## src/rtl/sum_job_sched.sv

```systemverilog
// sum_job_sched: round-robin scheduler sharing one summer core among
// NUM_REQ requesters, with auto/manual release and a valid/ready response.
//
// Ports:
//   clk, rst           clock, synchronous active-high reset
//   req_valid/data     per-requester operand pending / operands (packed)
//   req_ready          one-hot accept strobe (combinational, IDLE only)
//   manual, user_btn   release mode select / debounced button level
//   core_ready         core idle
//   core_send_data     core send strobe
//   core_sum           core sum
//   core_start         core start pulse
//   core_btn           core release pulse
//   core_num_ddr       operand to core
//   rsp_valid/ready    response handshake
//   rsp_data/id/err    captured sum, served id, missing send strobe
//   busy               scheduler not idle
module sum_job_sched #(
    parameter int DATA_WIDTH    = 8,
    parameter int NUM_REQ       = 4,
    parameter int SETTLE_CYCLES = 4
) (
    input  logic                          clk,
    input  logic                          rst,
    input  logic [NUM_REQ-1:0]            req_valid,
    input  logic [NUM_REQ*DATA_WIDTH-1:0] req_data,
    output logic [NUM_REQ-1:0]            req_ready,
    input  logic                          manual,
    input  logic                          user_btn,
    input  logic                          core_ready,
    input  logic                          core_send_data,
    input  logic [DATA_WIDTH-1:0]         core_sum,
    output logic                          core_start,
    output logic                          core_btn,
    output logic [DATA_WIDTH-1:0]         core_num_ddr,
    output logic                          rsp_valid,
    input  logic                          rsp_ready,
    output logic [DATA_WIDTH-1:0]         rsp_data,
    output logic [$clog2(NUM_REQ)-1:0]    rsp_id,
    output logic                          rsp_err,
    output logic                          busy
);

    localparam int ID_W  = $clog2(NUM_REQ);
    localparam int CNT_W = (SETTLE_CYCLES > 1) ? $clog2(SETTLE_CYCLES) : 1;

    typedef enum logic [2:0] {
        IDLE,
        ISSUE,
        WAIT,
        RELEASE,
        RESP
    } state_t;

    state_t                state_q, state_d;
    logic [ID_W-1:0]       last_id_q, last_id_d;
    logic [ID_W-1:0]       job_id_q, job_id_d;
    logic [DATA_WIDTH-1:0] op_q, op_d;
    logic [DATA_WIDTH-1:0] rsp_data_q, rsp_data_d;
    logic [ID_W-1:0]       rsp_id_q, rsp_id_d;
    logic                  rsp_err_q, rsp_err_d;
    logic                  manual_q, manual_d;
    logic [CNT_W-1:0]      cnt_q, cnt_d;
    logic                  user_btn_q;

    logic [DATA_WIDTH-1:0] req_op [NUM_REQ];
    logic                  grant_vld;
    logic [ID_W-1:0]       grant_id;
    logic [ID_W-1:0]       rr_idx_w;
    int                    rr_idx;
    logic                  accept;
    logic                  btn_edge;

    for (genvar g = 0; g < NUM_REQ; g++) begin : g_unpack
        assign req_op[g] = req_data[g*DATA_WIDTH +: DATA_WIDTH];
    end

    // First pending requester after last_id, wrapping around.
    always_comb begin
        grant_vld = 1'b0;
        grant_id  = '0;
        rr_idx    = 0;
        rr_idx_w  = '0;
        for (int k = 1; k <= NUM_REQ; k++) begin
            rr_idx = int'(last_id_q) + k;
            if (rr_idx >= NUM_REQ) begin
                rr_idx = rr_idx - NUM_REQ;
            end
            rr_idx_w = ID_W'(rr_idx);
            if (!grant_vld && req_valid[rr_idx_w]) begin
                grant_vld = 1'b1;
                grant_id  = rr_idx_w;
            end
        end
    end

    assign accept    = (state_q == IDLE) && grant_vld && core_ready;
    assign req_ready = accept ? (NUM_REQ'(1) << grant_id) : '0;
    assign btn_edge  = user_btn & ~user_btn_q;

    always_comb begin
        state_d    = state_q;
        last_id_d  = last_id_q;
        job_id_d   = job_id_q;
        op_d       = op_q;
        rsp_data_d = rsp_data_q;
        rsp_id_d   = rsp_id_q;
        rsp_err_d  = rsp_err_q;
        manual_d   = manual_q;
        cnt_d      = cnt_q;
        unique case (state_q)
            IDLE: begin
                if (accept) begin
                    op_d     = req_op[grant_id];
                    job_id_d = grant_id;
                    // Mode is frozen for the whole job.
                    manual_d = manual;
                    state_d  = ISSUE;
                end
            end
            ISSUE: begin
                cnt_d   = CNT_W'(SETTLE_CYCLES - 1);
                state_d = WAIT;
            end
            WAIT: begin
                if (manual_q) begin
                    if (btn_edge) begin
                        state_d = RELEASE;
                    end
                end else if (cnt_q == '0) begin
                    state_d = RELEASE;
                end else begin
                    cnt_d = cnt_q - CNT_W'(1);
                end
            end
            RELEASE: begin
                rsp_data_d = core_sum;
                rsp_err_d  = ~core_send_data;
                rsp_id_d   = job_id_q;
                last_id_d  = job_id_q;
                state_d    = RESP;
            end
            RESP: begin
                if (rsp_ready) begin
                    state_d = IDLE;
                end
            end
            default: state_d = IDLE;
        endcase
    end

    always_ff @(posedge clk) begin
        if (rst) begin
            state_q    <= IDLE;
            last_id_q  <= ID_W'(NUM_REQ - 1);
            job_id_q   <= '0;
            op_q       <= '0;
            rsp_data_q <= '0;
            rsp_id_q   <= '0;
            rsp_err_q  <= 1'b0;
            manual_q   <= 1'b0;
            cnt_q      <= '0;
            user_btn_q <= 1'b0;
        end else begin
            state_q    <= state_d;
            last_id_q  <= last_id_d;
            job_id_q   <= job_id_d;
            op_q       <= op_d;
            rsp_data_q <= rsp_data_d;
            rsp_id_q   <= rsp_id_d;
            rsp_err_q  <= rsp_err_d;
            manual_q   <= manual_d;
            cnt_q      <= cnt_d;
            user_btn_q <= user_btn;
        end
    end

    assign core_start   = (state_q == ISSUE);
    assign core_btn     = (state_q == RELEASE);
    assign core_num_ddr = op_q;
    assign rsp_valid    = (state_q == RESP);
    assign rsp_data     = rsp_data_q;
    assign rsp_id       = rsp_id_q;
    assign rsp_err      = rsp_err_q;
    assign busy         = (state_q != IDLE);

endmodule
```

## config.mk

```make
export PLATFORM = sky130hd
export DESIGN_NAME = sum_job_sched
export DESIGN_NICKNAME = d
export VERILOG_FILES = /design/src/rtl/sum_job_sched.sv
export SDC_FILE = /design/constraint.sdc
export NUM_CORES = 1
export LEC_CHECK = 0
export CAP_MARGIN = 20
export CORE_MARGIN = 2
export CORE_UTILIZATION = 40
export CTS_CLUSTER_DIAMETER = 60
export CTS_CLUSTER_SIZE = 40
export DETAILED_ROUTE_END_ITERATION = 16
export PLACE_DENSITY = 0.84
export SLEW_MARGIN = 20
export SYNTH_ARGS = -nofsm -noshare
export SYNTH_HDL_FRONTEND = slang
export SYNTH_SLANG_ARGS = --single-unit
```

## constraint.sdc

```tcl
create_clock -name clk -period 1.87 [get_ports clk]
set_input_delay 0.374 -clock clk [delete_from_list [all_inputs] [get_ports clk]]
set_output_delay 0.374 -clock clk [all_outputs]
set_load 0.01 [all_outputs]
```

# == Word-level counts from Yosys, hierarchy flattened ==
# Index checks and enable logic that the tools add are counted.
# word_totals
reg_bits,30
input_bits,51
out_inout_bits,27
elab_cells,91
# op_classes
n_addsub,9
n_lt_le_gt_ge,9
eq_ne,10
shifts,1
muxes,33
n_bitwise,4
n_reduce_logical,15
# op_table
op,count
2-to-1 mux 2 bit,10
binary-select mux 8 bit (select 2 bit),1
2-to-1 mux 8 bit,2
2-to-1 mux 3 bit,5
one-hot mux 3 bit (5 select lines),1
>= comparator 3 bit (second input constant),4
< comparator 2 x 3 -> 1 bit (second input constant),4
subtractor 2 x 1 -> 2 bit (second input constant),5
binary-select mux 1 bit (select 2 bit),4
2-to-1 mux 1 bit,8
adder 2 x 2 -> 3 bit (second input constant),2
equality test 3 x 2 -> 1 bit (second input constant),2
inequality test 2 bit (second input constant),3
inequality test 3 bit (second input constant),2
logical AND 1 bit,5
adder 2 x 3 -> 4 bit (second input constant),1
>= comparator 4 x 3 -> 1 bit (second input constant),1
2-to-1 mux 4 bit,1
one-hot mux 2 bit (2 select lines),1
AND reduction 4 bit,1
<< shifter 1 x 2 -> 4 bit (first input constant),1
adder 2 x 1 -> 3 bit (second input constant),1
equality test 3 x 1 -> 1 bit (second input constant),1
equality test 3 bit (second input constant),1
other kinds (11),14

# == Logic depth before layout (Yosys ltp) ==
# Gate-level depths: netlist of run 1.
# logic_depth
word_depth,19
mapped_depth,7

# == Worst setup path after synthesis of run 1 ==
# OpenSTA, ideal clock, no wires.
# synth_timing
path_type,input port to output port
start,input port req_valid[2]
end,output port req_ready[1]
arrival_time_ns,1.485
slack_ns,0.011
stages,6
path_buffers,2
path_cell_list,nand2b_1 > a21o_1 > and3_1 > buf_2 > buf_2 > nor3_1
# synth_between
elab_chain_len,15
elab_cells_between_ends,26
classes_between,1 x shift; 17 x mux; 8 x reduce/logical
# synth_lines
item,line,source
start: declaration,25,"input logic [NUM_REQ-1:0] req_valid,"
binary-select mux 1 bit (select 2 bit),90,if (!grant_vld && req_valid[rr_idx_w]) begin
2-to-1 mux 1 bit (implied by the code),90,
2-to-1 mux 1 bit,90,
logical NOT 1 bit,90,
logical AND 1 bit,90,
2-to-1 mux 1 bit,90,
logical NOT 1 bit,90,
logical AND 1 bit,90,
2-to-1 mux 1 bit,90,
logical NOT 1 bit,90,
logical AND 1 bit,90,
2-to-1 mux 1 bit,90,
logical AND 1 bit (2 in a row),97,assign accept = (state_q == IDLE) && grant_vld && core_ready;
2-to-1 mux 4 bit *,98,assign req_ready = accept ? (NUM_REQ'(1) << grant_id) : '0;
end: declaration,27,"output logic [NUM_REQ-1:0] req_ready,"
# Mark *: on every way between the ends. The rest lies on a longest branch, timed or not. The select of a mux whose other input is x is not followed.

# == Worst setup path in the final report of run 1 ==
# layout_timing
start,input port req_valid[1]
end,output port req_ready[2]
# The elaborated chain is that of the path after synthesis.

==> metrics.md, run 1 <==
| Metric | Value |
|---|---|
| Reg area | `603.1 µm²` |
| Peak supply drop | `0.0005109 V` |
| IO Port Bufs | `77` |
| Area leader, netlist | `dfxtp_1` |
| Clock Latency Late Sink | `280 ps` |
| Count leader, synth | `dfxtp_1` |
| Placement Rows | `22` |
| Net Switching | `0.0005507 W` |
| Routed vias | `1602` |
| Status | `finished with violations` |
| Clock Sinks | `30` |
| Crit-path slowest cell | `or3b_1` |
| Achievable Freq | `532.1 MHz` |
| Worst Skew | `4.972 ps` |
| CP max FO | `6` |
| Crit path time final | `1879 ps` |
| Gate power share | `31.8%` |
| CTS Hold Bufs | `0` |
| Mapped Nets | `235` |
| CP delay by family, top | `simple AND/OR/NAND/NOR gates` |
| Failing checks | `setup timing` |
| Post-route ant nets | `0` |
| Setup crit start kind | `input pin` |
| Clock share of power | `31.8%` |
| PnR worst setup slack | `-9.216 ps` |
| Synthesized area | `1551 µm²` |
| Setup CP Type | `in2out` |
| Post-synthesis cell type count | `40` |
| Endpoints failing setup | `2` |
| Vias in the first global route | `1574` |
| Fin crit share | `100.5%` |
| Final core occ | `71.30%` |
| Fill cell count | `307` |
| Hold Vio Cnt, Final | `0` |
| Design Power | `0.002009 W` |
| Crit-path max cell delay | `380 ps` |
| Worst hold slack | `451.7 ps` |
| Max-Cap Viols | `0` |
| Largest net degree at the start of global routing | `16` |
| First-pass GRT wire length | `6.782 mm` |
| CTS tree | `built` |
| DR pass1 iterations | `4` |
| Design area | `2630 µm²` |
| Worst hold path class | `reg2reg` |
| Tot GR Track Use | `19.98%` |
| Routed wire length | `4.226 mm` |
| Pleak | `1.003 nW` |
| Ys flop type | `dfxtp_1` |
| H-tree level count | `2` |
| Number of CTS-inserted buffers | `5` |
| Seq cells post-synth | `30` |
| Core Region | `3689 µm²` |
| Clock Tree Buf Depth | `2` |
| Sequential element share of the synthesized area | `38.71%` |
| Area of the multi-input gates | `883.3 µm²` |
| Vias/cell | `4.914` |
| WL per Instance | `12.96 µm` |
| Internal power | `0.001459 W` |
| Crit-path cells | `clkdlybuf4s15_1 > or3b_1 > o221a_2 > and3_1 > buf_2` |
| Area after DPL | `2492 µm²` |
| Top cell type's share of synthesized area | `38.71%` |
| PD cells | `764.0 nW/µm²` |
| Clock Root Buffer | `clkbuf_8` |
| DRC | `0` |
| Layout cell share with drive strength beyond 1 | `22.66%` |
| Initial antenna violation count | `0` |
| Flop pwr share | `36.5%` |
| NumNets Final | `329` |
| # IOs | `78` |
| Die Span Y | `66.28 µm` |
| Die Wd | `66.28 µm` |
| WP data arrival | `1510 ps` |
| RSZ-0062 raised after global routing | `yes` |
| Mapped Avg Cell Area | `8.478 µm²` |
| Crit end category | `output port` |
| Switching share of power | `27.41%` |
| DR iter-0 viols | `29` |
| Top post-synthesis cells by area | `dfxtp_1 39%, a21oi_1 6.8%, nand2_1 6.8%` |
| Starting Density | `42.06%` |
| WP buf/inv | `2` |
| Gr ovfl total | `0` |
| Ant diodes | `0` |
| Clk slew on worst S/H paths | `60 ps` |
| HPWL after detailed placement | `3.223 mm` |
| Cell count after synthesis | `183` |
| Number of flops mapped to enable cells by yosys | `0` |
| GPL Wtd Cong | `0.7386` |
| Commonest cells in the netlist | `30 x dfxtp_1, 28 x nand2_1, 21 x a21oi_1, 13 x nor2_1` |
| Asr flop ratio synth | `0%` |
| Slew @ Worst Pin | `479.1 ps` |
| Max-slew violations | `0` |
| CP required | `1500 ps` |
| Slew HR | `67.91%` |
| Area Growth Syn to Fin | `69.52%` |
| DIE AREA | `4393 µm²` |
| Ys Warns | `0` |
## per-layer routing
layer	part of all wire, %	vias up	GRT usage (%)
li1	-	829	-
met1	42	713	21.93
met2	48	58	35.88
met3	9.4	2	7.836
met4	0.24	0	4.592
met5	0	-	0
## metrics by stage
| stage | instances | setup TNS (ps) | setup slack [ps] |
|---|---|---|---|
| floorplan | 183 | 0 | 11.25 |
| global placement | 317 | -6659 | -715.7 |
| detailed placement | 317 | -7137 | -790.6 |
| CTS | 327 | -27.08 | -20.92 |
| global route | 326 | -261.0 | -69.38 |
| finish | 326 | -15.08 | -9.216 |
## sequential cells by signal, indices dropped and copies added, names as in the netlist
| name | flops |
|---|---|
| cnt_q | 2 |
| user_btn_q | 1 |
| rsp_err | 1 |
| rsp_data | 8 |
| rsp_id | 2 |
| job_id_q | 2 |
| core_num_ddr | 8 |
| manual_q | 1 |
| state_q | 3 |
| last_id_q | 2 |
## cell families after synthesis
group | after synthesis | share of synthesized area (%)
xor gates and xnor gates | 1 | 0.5646
AOI/OAI and AO/OA | 50 | 23.07
buffers and inverters | 19 | 6.048
muxes | 15 | 10.40
adders and majority gates | 1 | 0.8063
DFF | 30 | 38.71
and+or+nand+nor | 67 | 20.40
## power groups by stage
stage | registers, W | logic [W] | clock network (W)
after floorplan | 0.000752 | 0.000304 | 0
after global routing | 0.000740 | 0.000698 | 0.000688
after global placement | 0.000742 | 0.000612 | 0
final | 0.000733 | 0.000638 | 0.000638
after detailed placement | 0.000745 | 0.000624 | 0
after CTS | 0.000733 | 0.000645 | 0.000656
## placed cells by master (no fill, tap or decap), types with 4 or more instances in the layout
| cell | instances |
|---|---|
| a211oi_2 | 5 |
| a21oi_1 | 21 |
| a22oi_1 | 5 |
| buf_4 | 21 |
| buf_6 | 4 |
| clkbuf_8 | 5 |
| clkdlybuf4s50_1 | 66 |
| dfxtp_1 | 28 |
| inv_1 | 5 |
| mux2_2 | 8 |
| mux2i_1 | 6 |
| nand2_1 | 27 |
| nand2b_1 | 8 |
| nor2_1 | 13 |
## layout make-up
cell class                      count  area share [%]
Clock buffer                        5           2.617
Clock inverter                      3           1.522
Inverter                            5          0.7136
Multi-Input combinational cell    134           33.59
Sequential cell                    30           22.93
Tap cell                           48           2.284
Timing Repair Buffer              101           36.35
## final timing paths
path / from / slack, ps / cells past startpoint / to
worst max register to register: last_id_q[1] / 110 / 6 / core_num_ddr[4]
worst max-delay path: req_valid[1] / -9 / 5 / req_ready[2]
worst min-delay path: rsp_data[2] / 450 / 2 / rsp_data[2]
worst min register to register: rsp_data[2] / 450 / 2 / rsp_data[2]
## timing repair
action,4_1_cts,5_1_grt
gates resized for setup,44,2
endpoints found under the setup margin,15,10
buffers inserted,2,0
pin swaps,4,2
## tightest hold or removal path, cell delays in order, from the launching register on
cell     delay, ps
dfxtp_1        310
nand2_1         50
a21oi_1         50
Note: power is estimated with default switching activity, not from simulation.
==> run 2: changes to the inputs <==
--- a/config.mk
+++ b/config.mk
@@ -6,7 +6,7 @@
 export NUM_CORES = 1
 export LEC_CHECK = 0
 export CAP_MARGIN = 20
-export CORE_MARGIN = 2
+export CORE_MARGIN = 3
 export CORE_UTILIZATION = 40
 export CTS_CLUSTER_DIAMETER = 60
 export CTS_CLUSTER_SIZE = 40
==> metrics.md, run 2 (same netlist as run 1, synthesis figures left out) <==
| Metric | Value |
|---|---|
| Status | `finished with violations` |
| Failing checks | `setup timing` |
| CTS Hold Bufs | `0 (unchanged)` |
| Final core occ | `70.35% (-0.95 points)` |
| Peak supply drop | `0.0005544 V (+8.5%)` |
| Clock Latency Late Sink | `280 ps (about the same)` |
| DIE AREA | `4662 µm² (+6.1%)` |
| Max-slew violations | `0 (unchanged)` |
| WL per Instance | `12.49 µm (-3.7%)` |
| Die Span Y | `68.28 µm (+3.0%)` |
| Die Wd | `68.28 µm (+3.0%)` |
| Tot GR Track Use | `16.94% (-3.0 points)` |
| Crit path time final | `1891 ps (+11.98 ps)` |
| Vias in the first global route | `1405 (-11%)` |
| DR top layer | `met4` |
| PD cells | `761.8 nW/µm² (-0.29%)` |
| First-pass GRT wire length | `5.913 mm (-13%)` |
| Placement Rows | `22 (unchanged)` |
| RSZ-0062 raised after global routing | `yes` |
| Worst Skew | `4.365 ps (-0.6073 ps)` |
| Ant diodes | `0 (unchanged)` |
| Met2 wire len | `1.834 mm (-9.6%)` |
| Pleak | `1.002 nW (about the same)` |
| Most common cell after layout, fill and taps aside | `clkdlybuf4s50_1` |
| Setup crit start kind | `flip-flop` |
| NumNets Final | `328 (-0.30%)` |
| Gr ovfl total | `0 (unchanged)` |
| Clock Sinks | `30 (unchanged)` |
| Vias/cell | `4.929 (+0.31%)` |
| Clk slew on worst S/H paths | `60 ps (about the same)` |
| Slew HR | `79.96% (+12 points)` |
| HPWL after detailed placement | `3.137 mm (-2.7%)` |
| Number of cells after detailed placement | `315 (-0.63%)` |
| WP data arrival | `1520 ps (about the same)` |
| H-tree level count | `2 (unchanged)` |
| DR iter-0 viols | `24 (-17%)` |
| Setup CP Type | `reg2out` |
| Routed vias | `1602 (unchanged)` |
| GPL Wtd Cong | `0.8504 (+15%)` |
| Met3 Wirelength | `528 µm (+33%)` |
| Worst hold path class | `reg2reg` |
| DR pass1 iterations | `4 (unchanged)` |
| Clock Root Buffer | `clkbuf_8` |
| IO Port Bufs | `77 (unchanged)` |
| Slew @ Worst Pin | `300.6 ps (-178.5 ps)` |
| Achievable Freq | `528.8 MHz (-0.63%)` |
| Crit end category | `output port` |
| Endpoints failing setup | `3 (+1)` |
| CP required | `1500 ps (about the same)` |
| Area Growth Syn to Fin | `67.26%` |
| # IOs | `78 (unchanged)` |
| Layout cell share with drive strength beyond 1 | `22.74% (+0.082 points)` |
| Max-Cap Viols | `0 (unchanged)` |
| CP max FO | `6 (unchanged)` |
| Core Region | `3689 µm² (unchanged)` |
| DRC | `0 (unchanged)` |
| Largest net degree at the start of global routing | `16 (unchanged)` |
| Fin crit share | `101.1% (+0.64 points)` |
| Starting Density | `42.06% (unchanged)` |
| Routed wire length | `4.059 mm (-4.0%)` |
| Met1 WL | `1.670 mm (-6.6%)` |
| Number of CTS-inserted buffers | `5 (unchanged)` |
| CTS tree | `built` |
| Most frequent cells in the layout | `64 x clkdlybuf4s50_1, 28 x dfxtp_1, 26 x nand2_1` |
| Fin cells | `325 (-0.31%)` |
| PnR worst setup slack | `-21.20 ps (-11.98 ps)` |
| Clock Tree Buf Depth | `2 (unchanged)` |
| Initial antenna violation count | `0 (unchanged)` |
| Hold Vio Cnt, Final | `0 (unchanged)` |
| Post-route ant nets | `0 (unchanged)` |
-- run 2: layer usage --
layer	GRT usage, %	vias up
met4	5.211	0
met1	18.11	704
met2	29.48	64
met3	7.882	4
met5	0	-
li1	-	830
-- run 2: area by class of cell --
cell class / instances / area, µm²
inverter: 5 / 18.77
clock buffer: 5 / 68.82
multi-input combinational: 134 / 882.1
sequential: 30 / 603.1
timing repair buffer: 100 / 922.1
fill: 326 / 1094
clock inverter: 3 / 40.04
tap: 48 / 60.06
-- run 2: final timing paths --
path | start | to | slack [ps] | cells after the start
hold reg to reg | rsp_id[0] | rsp_id[0] | 450 | 2
hold / removal | rsp_id[0] | rsp_id[0] | 450 | 2
setup / recovery | last_id_q[0] | req_ready[2] | -20 | 5
setup reg to reg | last_id_q[0] | core_num_ddr[7] | 120 | 6
-- run 2: metrics by stage --
step | setup slack, ps | power, W | area (µm²) | hold WS [ps] | TNS (ps)
floorplan | 11.25 | 0.001056 | 1551 | 434.1 | 0
global placement | -713.2 | 0.001344 | 2465 | 441.2 | -6726
detailed placement | -782.1 | 0.001355 | 2465 | 448.8 | -7190
CTS | -31.84 | 0.001999 | 2585 | 456.8 | -50.80
global route | -110.8 | 0.002080 | 2595 | 472.4 | -302.8
finish | -21.20 | 0.001977 | 2595 | 453.3 | -48.58
-- run 2: report_power, final --
part,switching (W),internal (W),leakage (nW)
sequential,0.0000314,0.000698,0.244
clock,0.000237,0.000391,0.0579
combinational,0.000265,0.000354,0.700
-- run 2: worst max-delay path: stages (launching register included) --
cell,delay [ps]
dfxtp_2,340
and2b_2,240
o21ai_2,140
and3_4,240
and3_1,150
buf_2,120
-- run 2: timing repair --
action	in CTS	in global routing
setup buffers	2	0
gates resized for setup	38	6
setup endpoints to repair	16	10
pin swaps	5	2
==> run 3: changes to the inputs <==
--- a/config.mk
+++ b/config.mk
@@ -12,6 +12,7 @@
 export CTS_CLUSTER_SIZE = 40
 export DETAILED_ROUTE_END_ITERATION = 16
 export PLACE_DENSITY = 0.84
+export SKIP_LAST_GASP = 1
 export SLEW_MARGIN = 20
 export SYNTH_ARGS = -nofsm -noshare
 export SYNTH_HDL_FRONTEND = slang
==> results of run 3 <==
No change in the layout: final DEF, timing and power equal those of run 2.
